File: config.mk
export PLATFORM = sky130hd
export DESIGN_NAME = ysyx_22040125_wb_sched
export DESIGN_NICKNAME = d
export VERILOG_FILES = /design/src/rtl/ysyx_22040125_pkg.sv /design/src/rtl/ysyx_22040125_rr_arb.sv /design/src/rtl/ysyx_22040125_wb_sched.sv
export SDC_FILE = /design/constraint.sdc
export NUM_CORES = 1
export LEC_CHECK = 0
export CAP_MARGIN = 20
export CORE_MARGIN = 4
export CORE_UTILIZATION = 35
export CTS_BUF_LIST = sky130_fd_sc_hd__clkbuf_16
export DETAILED_ROUTE_END_ITERATION = 6
export PLACE_DENSITY_LB_ADDON = 0.1
export SLEW_MARGIN = 5
export SYNTH_ARGS = -nofsm -noshare
export SYNTH_HDL_FRONTEND = slang
export SYNTH_SLANG_ARGS = --single-unit
export TNS_END_PERCENT = 30
File: constraint.sdc
create_clock -name clk -period 7.3 [get_ports clk]
set_input_delay 1.46 -clock clk [delete_from_list [all_inputs] [get_ports clk]]
set_output_delay 1.46 -clock clk [all_outputs]
set_load 0.03 [all_outputs]
File: src/rtl/ysyx_22040125_pkg.sv
// Shared constants for the write-back scheduler slice.
// Register-file geometry, requester count and requester indices.
package ysyx_22040125_pkg;

  localparam int XLEN   = 64;
  localparam int REG_AW = 5;
  localparam int NREG   = 32;
  localparam int NREQ   = 3;

  localparam int REQ_ALU = 0;
  localparam int REQ_LSU = 1;
  localparam int REQ_MDU = 2;

  function automatic logic [NREG-1:0] reg_onehot(
    input logic [REG_AW-1:0] a
  );
    logic [NREG-1:0] v;
    v    = '0;
    v[a] = 1'b1;
    return v;
  endfunction

endpackage

File: src/rtl/ysyx_22040125_rr_arb.sv
// Round-robin arbiter: lowest requester at or above ptr_i wins,
// else lowest overall. Ports: req_i, ptr_i -> gnt_o, idx_o, any_o.
module ysyx_22040125_rr_arb #(
  parameter int N  = 3,
  parameter int IW = (N > 1) ? $clog2(N) : 1
) (
  input  logic [N-1:0]  req_i,
  input  logic [IW-1:0] ptr_i,
  output logic [N-1:0]  gnt_o,
  output logic [IW-1:0] idx_o,
  output logic          any_o
);

  logic [N-1:0] hi_mask;
  logic [N-1:0] sel;

  always_comb begin
    hi_mask = '0;
    for (int i = 0; i < N; i++) begin
      hi_mask[i] = (IW'(i) >= ptr_i);
    end
  end

  // Requests at/above the pointer take precedence; wrap otherwise.
  assign sel   = (|(req_i & hi_mask)) ? (req_i & hi_mask) : req_i;
  assign any_o = |req_i;

  always_comb begin
    gnt_o = '0;
    idx_o = '0;
    for (int i = N - 1; i >= 0; i--) begin
      if (sel[i]) begin
        gnt_o    = '0;
        gnt_o[i] = 1'b1;
        idx_o    = IW'(i);
      end
    end
  end

endmodule

File: src/rtl/ysyx_22040125_wb_sched.sv
// Write-back scheduler + scoreboard: arbitrates NREQ requesters onto
// the RF write port and stalls decode on RAW/WAW against pending rds.
// Ports: clk/rst, req_* (requesters), iss_* (decode), rf_* (RF), wb_orphan.
import ysyx_22040125_pkg::*;

module ysyx_22040125_wb_sched #(
  parameter int XLEN = ysyx_22040125_pkg::XLEN,
  parameter int NREQ = ysyx_22040125_pkg::NREQ
) (
  input  logic                 clk,
  input  logic                 rst,
  input  logic [NREQ-1:0]      req_valid,
  input  logic [NREQ*5-1:0]    req_rd,
  input  logic [NREQ*XLEN-1:0] req_data,
  output logic [NREQ-1:0]      req_ready,
  input  logic                 iss_valid,
  input  logic [4:0]           iss_rd,
  input  logic [4:0]           iss_rs1,
  input  logic [4:0]           iss_rs2,
  output logic                 iss_stall,
  output logic                 rf_en,
  output logic [4:0]           rf_addr,
  output logic [XLEN-1:0]      rf_data,
  output logic                 wb_orphan
);

  localparam int PW = (NREQ > 1) ? $clog2(NREQ) : 1;

  logic [NREQ-1:0] gnt;
  logic [PW-1:0]   gnt_idx;
  logic            any_gnt;
  logic [PW-1:0]   rr_q, rr_d;

  logic [NREG-1:0] pend_q, pend_d;
  logic [NREG-1:0] wr_mask, peff;

  logic            rf_en_q, rf_en_d;
  logic [4:0]      rf_addr_q, rf_addr_d;
  logic [XLEN-1:0] rf_data_q, rf_data_d;
  logic            orphan_q, orphan_d;

  logic [4:0]      g_rd;
  logic [XLEN-1:0] g_data;
  logic            issue;
  logic            wr_vld;

  ysyx_22040125_rr_arb #(
    .N  (NREQ),
    .IW (PW)
  ) u_arb (
    .req_i (req_valid),
    .ptr_i (rr_q),
    .gnt_o (gnt),
    .idx_o (gnt_idx),
    .any_o (any_gnt)
  );

  assign req_ready = gnt;

  always_comb begin
    g_rd   = '0;
    g_data = '0;
    for (int i = 0; i < NREQ; i++) begin
      if (gnt[i]) begin
        g_rd   = req_rd[5*i +: 5];
        g_data = req_data[XLEN*i +: XLEN];
      end
    end
  end

  // A register being written this cycle is forwarded by the RF,
  // so it no longer blocks readers or a new writer.
  assign wr_mask = rf_en_q ? reg_onehot(rf_addr_q) : '0;
  assign peff    = pend_q & ~wr_mask;

  assign iss_stall = iss_valid &
                     (peff[iss_rs1] | peff[iss_rs2] | peff[iss_rd]);
  assign issue     = iss_valid & ~iss_stall;

  // Set after clear: a re-issue of the register being retired wins.
  always_comb begin
    pend_d = pend_q & ~wr_mask;
    if (issue && (iss_rd != '0)) begin
      pend_d[iss_rd] = 1'b1;
    end
    pend_d[0] = 1'b0;
  end

  // rd = 0 grants are consumed without a write.
  assign wr_vld    = any_gnt & (g_rd != '0);
  assign rf_en_d   = wr_vld;
  assign rf_addr_d = wr_vld ? g_rd : rf_addr_q;
  assign rf_data_d = wr_vld ? g_data : rf_data_q;
  assign orphan_d  = orphan_q | (wr_vld & ~pend_q[g_rd]);

  always_comb begin
    rr_d = rr_q;
    if (any_gnt) begin
      if (gnt_idx == PW'(NREQ - 1)) begin
        rr_d = '0;
      end else begin
        rr_d = gnt_idx + PW'(1);
      end
    end
  end

  always_ff @(posedge clk or posedge rst) begin
    if (rst) begin
      pend_q    <= '0;
      rr_q      <= '0;
      rf_en_q   <= 1'b0;
      rf_addr_q <= '0;
      rf_data_q <= '0;
      orphan_q  <= 1'b0;
    end else begin
      pend_q    <= pend_d;
      rr_q      <= rr_d;
      rf_en_q   <= rf_en_d;
      rf_addr_q <= rf_addr_d;
      rf_data_q <= rf_data_d;
      orphan_q  <= orphan_d;
    end
  end

  assign rf_en     = rf_en_q;
  assign rf_addr   = rf_addr_q;
  assign rf_data   = rf_data_q;
  assign wb_orphan = orphan_q;

endmodule

==> results.toml, run 1 <==
[route]
vias = 7244
vias_per_cell = 6.02
drc = 6
drt_iter0_markers = 826
first_pass_iters = 7
wl_um = 27600
detail-route-antenna-nets = 0
wire_per_inst_um = 22.9

[logic_synthesis]
synth_edf_count = 0
synthFlopType = "dfrtp_1"
seq_area_frac_synth_pct = 39.3
ys_seq_elements = 104
syn_inst = 705
synthAdderAreaFrac_pct = 0.151
syn_avg_cell_area_um2 = 9.38
async_flop_share_pct = 100
synth_top_family_by_area = "compound AO/OA/AOI/OAI gates"
synth_nets = 933
synthMuxAreaShare_pct = 8.89
ys_top_cells_by_area = "dfrtp_1 (39%), a222oi_1 (10%), mux2i_1 (7.9%)"
netlist-cell-type-count = 69
yosysTopAreaCellShare_pct = 39.3
yosys_warnings = 0
synth_compound_area_share_pct = 31.6
syn_area_mm2 = 0.00662
synth-simple-area-share_pct = 13.3
synth_top_area_cell = "dfrtp_1"
synthXorXnorAreaFrac_pct = 0.794

[placement]
detailed_place_hpwl_um = 20500
placed_cells = 1186
io_buffers = 302
routabilityCongestion = 0.939

[floorplanning]
core_area_mm2 = 0.0186
die_h_um = 145
start_util_pct = 35.5
die_w_um = 145
dieArea_mm2 = 0.0212
num_io_pins = 303
num_rows = 50

[critical_path]
criticalPathCategory = "input pin to primary output"
critPathCaptureType = "primary output"
crit_path_start_kind = "input pin"
slowest_delay_ns = 0.97
cp_slowest_cell = "clkdlybuf4s50_1"
cp_top_family = "buffers and inverters"
rrSetupSlack_ns = 3.37
cp.arrival_ns = 4.81
cp_max_fo = 17
cp_data_required_time_ns = 5.84
path_cells = "clkdlybuf4s50_1, mux2i_1, nor3_1, o32ai_1, a2111oi_0, a2111oi_0, and4_1, a31oi_1, clkdlybuf4s50_1"
path_buf_inv = 2

[clocking]
cts_num_sinks = 104
cts_buffers = 9
holdBufCountCts = 0
cts_tree = "done"
clk_pin_slew_ns = 0.07
cts_setup_buffers = 0
cts_root_buf = "clkbuf_16"
htree_num_levels = 3
cts_resized = 0
clk_latency_ns = 0.37
clock_path_buffers = 2

[layout]
synthToLayoutAreaGrowth_pct = 52.4
layout-drive-gt1-share_pct = 6.30
final_nets = 1192
regArea_mm2 = 0.00260
fin_util_pct = 54.1
n_fill_cell = 1746
final_cells = 1203
n_antenna_cell = 0
final_cell_mix = "clkdlybuf4s50_1 (302), dfrtp_1 (104), nor2_1 (88)"
multi_input_area_mm2 = 0.00364
final_common_cell = "clkdlybuf4s50_1"

[power]
ir_drop_uv = 121
power.density_mw_per_mm2 = 272
p_leak_nw = 4.01

[timing]
rsz0062_at_grt = "false"
clock_skew_ns = 0.0102
slew_headroom_pct = 26.5
period_share_pct = 85.9
fmax_ghz = 0.160
hold_violations = 0
whs_ns = 0.487
maxSlewViolCount = 0
finalSetupViolCount = 0
finalSetupTns_ns = 0
tightest_slew_ns = 1.09
min_period_ns = 6.27

[global_route]
overflow = 0
antenna_found_initial = 0
grt_max_degree = 115
grt_pass1_wl_um = 41600
grt_pass1_vias = 7083
grt_use_total_pct = 24.9

[status]
violations = "design-rule violations"
status = "complete, but fails checks"

[min_path]
hold_path.class = "flip-flop to flip-flop"

[run]
maxCapViolCount = 0
==> report_power, final <==
| part | internal [mW] | switching (mW) | leakage (nW) | total, mW |
|---|---|---|---|---|
| Combinational | 0.583 | 0.716 | 2.58 | 1.30 |
| Sequential | 0.743 | 0.214 | 1.29 | 0.957 |
| Clock | 0.243 | 0.246 | 0.146 | 0.488 |
| Total | 1.57 | 1.18 | 4.01 | 2.74 |
==> final cells by class <==
cell class	instances	area share, %
sequential	104	25.8
clock buffer	9	2.23
timing repair buffer	320	31.5
clock inverter	7	0.707
multi-input combinational	510	36.1
inverter	19	0.732
tap	234	2.90
==> logic make-up (layout without fill, tap and decap cells) <==
| logic type | Yosys count | after routing |
|---|---|---|
| AND/OR/NAND/NOR | 178 | 178 |
| XOR/XNOR | 6 | 6 |
| adder cells (fa/ha/maj) | 1 | 1 |
| multiplexers | 58 | 58 |
| flip-flops | 104 | 104 |
| AO/OA/AOI/OAI | 267 | 267 |
| buffers and inverters | 91 | 355 |
==> Yosys cell counts, types with 6 or more instances <==
library cell / n
dfrtp_1: 104
nor2_1: 88
a21oi_1: 73
a222oi_1: 68
mux2i_1: 52
clkbuf_1: 41
nand2_1: 30
a32o_1: 21
inv_1: 18
buf_2: 17
a211oi_1: 14
o21ai_0: 13
a31o_2: 11
nor2b_1: 11
a311oi_1: 9
nor3_1: 9
buf_1: 8
a21boi_0: 7
a31oi_1: 7
mux2_2: 6
nand3_1: 6
==> worst paths after layout <==
path,start,to,depth (start not counted)
max,iss_rs1[0],iss_stall,9
min,wb_orphan$_DFF_PP0_,wb_orphan$_DFF_PP0_,2
max reg2reg,rf_addr[1]$_DFFE_PP0P_,pend_q[22]$_DFF_PP0_,9
min reg2reg,wb_orphan$_DFF_PP0_,wb_orphan$_DFF_PP0_,2
max in group asynchronous,rst,rf_data[61]$_DFFE_PP0P_,3
min in group asynchronous,rst,rf_data[27]$_DFFE_PP0P_,2
==> sequential cells by signal (all words and copies together), names as in the netlist <==
register / cells
pend_q: 31
rf_addr: 5
rf_data: 64
rf_en: 1
rr_q: 2
wb_orphan: 1
==> per-layer routing <==
layer  vias up  global-route usage, %  part of all wire, %
li1       3331                      -                    -
met3        36                   5.17                  6.9
met1      3521                   31.4                   40
met4         0                   6.46                  1.9
met2       356                   43.7                   51
met5         -                      0                    0
==> worst min-delay path, cell delays in order (launching register included) <==
cell and delay [ns]:
dfrtp_1 0.36, inv_1 0.04, o221ai_1 0.05
==> through the flow <==
stage               power [mW]  cell area (um2)  setup WS, ns
floorplan                 1.66             6620          2.43
CTS                       2.74            10100          1.04
global placement          2.25             9770          1.15
finish                    2.74            10100          1.03
global route              2.87            10100         0.956
detailed placement        2.24             9770          1.06
Note: power is estimated with default switching activity, not from simulation.
==> run 2: changes to the inputs <==
--- a/config.mk
+++ b/config.mk
@@ -5,7 +5,7 @@
 export SDC_FILE = /design/constraint.sdc
 export NUM_CORES = 1
 export LEC_CHECK = 0
-export CAP_MARGIN = 20
+export CAP_MARGIN = 40
 export CORE_MARGIN = 4
 export CORE_UTILIZATION = 35
 export CTS_BUF_LIST = sky130_fd_sc_hd__clkbuf_16
==> run 2 against run 1 <==
Against the previous run: the flow still finishes with violations (design-rule violations); total power grew 1.3%; fmax shrank 0.33%; sequential share of layout area shrank 0.18 points; first-iteration DRC count grew 8.6%; clock skew grew 0.0078 ns; wire length grew 0.36%; combinational power is essentially flat; non-clock buffer count grew 3; final cell count grew 0.25%.
==> results.toml, run 2 (same netlist as run 1, synthesis figures left out) <==
[status]
status = "complete, but fails checks"
violations = "design-rule violations"

[min_path]
hold_path.class = "flip-flop to flip-flop"

[layout]
final_nets = 1195
layout-drive-gt1-share_pct = 6.69
final_cell_mix = "clkdlybuf4s50_1 (302), dfrtp_1 (104), nor2_1 (88)"
final_cells = 1206
n_antenna_cell = 0
regArea_mm2 = 0.00260
synthToLayoutAreaGrowth_pct = 53.5
multi_input_area_mm2 = 0.00364
fin_util_pct = 54.5
final_common_cell = "clkdlybuf4s50_1"
n_fill_cell = 1742
largest_reg_flops = 64

[clocking]
clk_pin_slew_ns = 0.08
cts_buffers = 9
cts_root_buf = "clkbuf_16"
cts_num_sinks = 104
holdBufCountCts = 0
clk_latency_ns = 0.36
cts_resized = 0
cts_tree = "done"
cts_setup_buffers = 0
clock_path_buffers = 2
htree_num_levels = 3

[timing]
finalSetupViolCount = 0
min_period_ns = 6.29
tightest_slew_ns = 0.927
maxSlewViolCount = 0
rsz0062_at_grt = "false"
finalSetupTns_ns = 0
clock_skew_ns = 0.0180
period_share_pct = 86.1
fmax_ghz = 0.159
hold_violations = 0
slew_headroom_pct = 38.2
whs_ns = 0.483

[floorplanning]
dieArea_mm2 = 0.0212
core_area_mm2 = 0.0186
die_h_um = 145
die_w_um = 145
num_rows = 50
start_util_pct = 35.5
num_io_pins = 303

[global_route]
antenna_found_initial = 0
grt_max_degree = 115
grt_use_total_pct = 25.1
overflow = 0
grt_pass1_wl_um = 42000
grt_pass1_vias = 7215

[critical_path]
cp_max_fo = 12
crit_path_start_kind = "input pin"
slowest_delay_ns = 0.73
cp_data_required_time_ns = 5.84
path_cells = "clkdlybuf4s50_1, buf_4, nor2b_1, a22oi_1, a21boi_0, a2111oi_0, and4_1, a31oi_1, clkdlybuf4s50_1"
cp_slowest_cell = "clkdlybuf4s50_1"
critPathCaptureType = "primary output"
cp.arrival_ns = 4.83
crit_top_cell = "clkdlybuf4s50_1"
criticalPathCategory = "input pin to primary output"

[power]
p_leak_nw = 4.05
ir_drop_uv = 138
report.power.total_mw = 2.78
power.density_mw_per_mm2 = 274

[placement]
routabilityCongestion = 0.939
placed_cells = 1190
io_buffers = 302
detailed_place_hpwl_um = 20900

[route]
first_pass_iters = 7
wl_um = 27700
wire_per_inst_um = 23.0
drc = 1
vias_per_cell = 6.02
vias = 7259
drt_iter0_markers = 897
detail-route-antenna-nets = 0

[run]
maxCapViolCount = 0
==> run 2: layer usage <==
metal,track usage (%),vias to the layer above,part of all wire [%]
li1,-,3334,-
met3,5.67,66,8.0
met2,42.4,387,49
met4,9.40,0,3.7
met1,31.6,3472,39
met5,0,-,0
==> run 2: report_power, final <==
group	leakage [nW]	switching [mW]	internal [mW]
registers	1.29	0.214	0.743
logic	2.60	0.717	0.588
clock network	0.157	0.241	0.277
total	4.05	1.17	1.61
==> run 2: metrics by stage <==
stage	cell area (um2)	worst slack, ns
3_3_place_gp	9770	1.15
6_report	10200	1.01
4_1_cts	10200	1.04
5_1_grt	10200	0.964
2_1_floorplan	6620	2.43
3_5_place_dp	9830	1.07
==> run 2: final timing paths <==
check                                        from                       to  slack [ns]  cells after the start
setup reg to reg           rf_addr[1]$_DFFE_PP0P_     pend_q[25]$_DFF_PP0_        3.28                      9
max in group asynchronous                     rst  rf_data[10]$_DFFE_PP0P_        4.84                      4
hold / removal                wb_orphan$_DFF_PP0_      wb_orphan$_DFF_PP0_        0.48                      2
hold reg to reg               wb_orphan$_DFF_PP0_      wb_orphan$_DFF_PP0_        0.48                      2
min in group asynchronous                     rst  rf_data[22]$_DFFE_PP0P_        1.48                      2
setup / recovery                        iss_rd[1]                iss_stall        1.01                      9
==> run 2: final cells by class <==
type | instances | area share [%]
Clock buffer | 9 | 2.22
Clock inverter | 7 | 0.936
Inverter | 19 | 0.727
Multi-Input combinational cell | 510 | 35.8
Sequential cell | 104 | 25.6
Tap cell | 234 | 2.88
Timing Repair Buffer | 323 | 31.8
==> run 2: worst max-delay path: cells and delay by family <==
family,cells,cell delay (ns)
buf+inv,3,1.75
simple gates,2,0.94
compound gates,4,0.68
==> RTL edit, RTL diff (settings of run 1) <==
Change the package constant `NREQ` from 3 to 5.
--- a/src/rtl/ysyx_22040125_pkg.sv
+++ b/src/rtl/ysyx_22040125_pkg.sv
@@ -6,5 +6,5 @@
   localparam int REG_AW = 5;
   localparam int NREG   = 32;
-  localparam int NREQ   = 3;
+  localparam int NREQ   = 5;
 
   localparam int REQ_ALU = 0;
Interface: changed (resized req_data, req_rd, req_ready and req_valid); port bits go from 303 to 445. No check against the original RTL was run, so the function may have changed too.
==> RTL edit against run 1 <==
  * First-iteration DRC count rose by 6.9%
  * Sequential share of layout area fell by 5.3 points
  * Setup slack got worse by 0.040 ns
  * Critical endpoint unchanged
  * Wire length rose by 56%
  * Sequential cell count rose by 1
  * Critical path type unchanged
  * Synthesized area rose by 20%
  * Via count rose by 35%
  * Final area rose by 27%
  * Die area rose by 19%
  * Largest cell class unchanged
  * Highest routed layer is now met5
Power is not compared: it rests on default switching activity, and its combinational part moved more than twofold at a synthesized area within 25%.
==> RTL edit: results (changes against run 1) <==
- Status: completed
- Drt wl/cell: 26.27 microns (+15%)
- Initial antenna violation count: 8 (+8)
- Critical-path maximum fanout: 18 (+1)
- Placed insts: 1616 (+36%)
- Diode count: 6 (+6)
- Post-synth net total: 1335 (+43%)
- PortBufs: 444 (+47%)
- GRT Overall Usage: 0.3258 (+0.07643)
- Synthesized flop and latch total: 105 (+0.96%)
- Post-synthesis xor/xnor area fraction: 0.006607 (-0.001336)
- Compound-cell area share of the yosys netlist: 0.3347 (+0.01913)
- Clock skew after layout: 0.01388 ns (+0.003653 ns)
- Fraction of area in multi-input gates: 0.3797 (+0.01876)
- Critical path arrival: 4.85 ns (+0.04 ns)
- Initial DRC Count: 883 (+6.9%)
- Total number of vias: 9783 (+35%)
- Layout cells sized above 1: 0.04956 (-0.01340)
- Clk cell area share: 0.02496 (-0.004452)
- Minimum clock period after layout: 6.308 ns (+0.04043 ns)
- Fin nets: 1717 (+44%)
- Worst Tran Pin Value: 0.8541 ns (-0.2395 ns)
- Non-clk buf share: 0.3564 (+0.04125)
- Hold WS: 0.5284 ns (+0.04106 ns)
- Sequential Area: 0.002628 sq mm (+0.96%)
- DP HPWL: 33640 microns (+64%)
- Drt via density: 5.973 (-0.82%)
- Hold Path End: rf_data[25]
- Synth top area cells: dfrtp_1, a221oi_1, nor2_1
- Multi-input gates: 757 (+48%)
- Placed Area: 0.01245 sq mm (+27%)
- Post-layout util: 0.5787 (+0.03779)
- Number of fill cells: 2062 (+18%)
- Number of global-route vias before repair: 9547 (+35%)
- Final GP Congestion: 0.9582 (+2.1%)
- Post-synthesis cell type count: 71 (+2.9%)
- Register area share after synthesis: 0.3303 (-0.06300)
- R2R Path End: rf_data[20]
## RTL edit: cell count changes after synthesis, moves of 23 or more
| cell | delta |
|---|---|
| a222oi_1 | -68 |
| o31ai_1 | +32 |
| a21oi_1 | +25 |
| a221oi_1 | +127 |
| o21ai_0 | +23 |
| nor2_1 | +124 |
## RTL edit: critical path, cell delays in order
cell and delay (ns):
clkdlybuf4s50_1 0.47, buf_4 0.25, xnor2_1 0.16, nor2b_1 0.33, a221oi_1 0.13, mux4_2 0.49, mux4_2 0.51, a211o_1 0.30
and2_1 0.16, clkdlybuf4s50_1 0.58
## RTL edit: per-layer routing
layer / vias up / global-route usage / wire length, microns
li1: 4477 / - / -
met1: 4641 / 0.4087 / 16700
met2: 580 / 0.5092 / 19390
met3: 81 / 0.1389 / 5485
met4: 4 / 0.1002 / 1349
met5: - / 0.02652 / 110
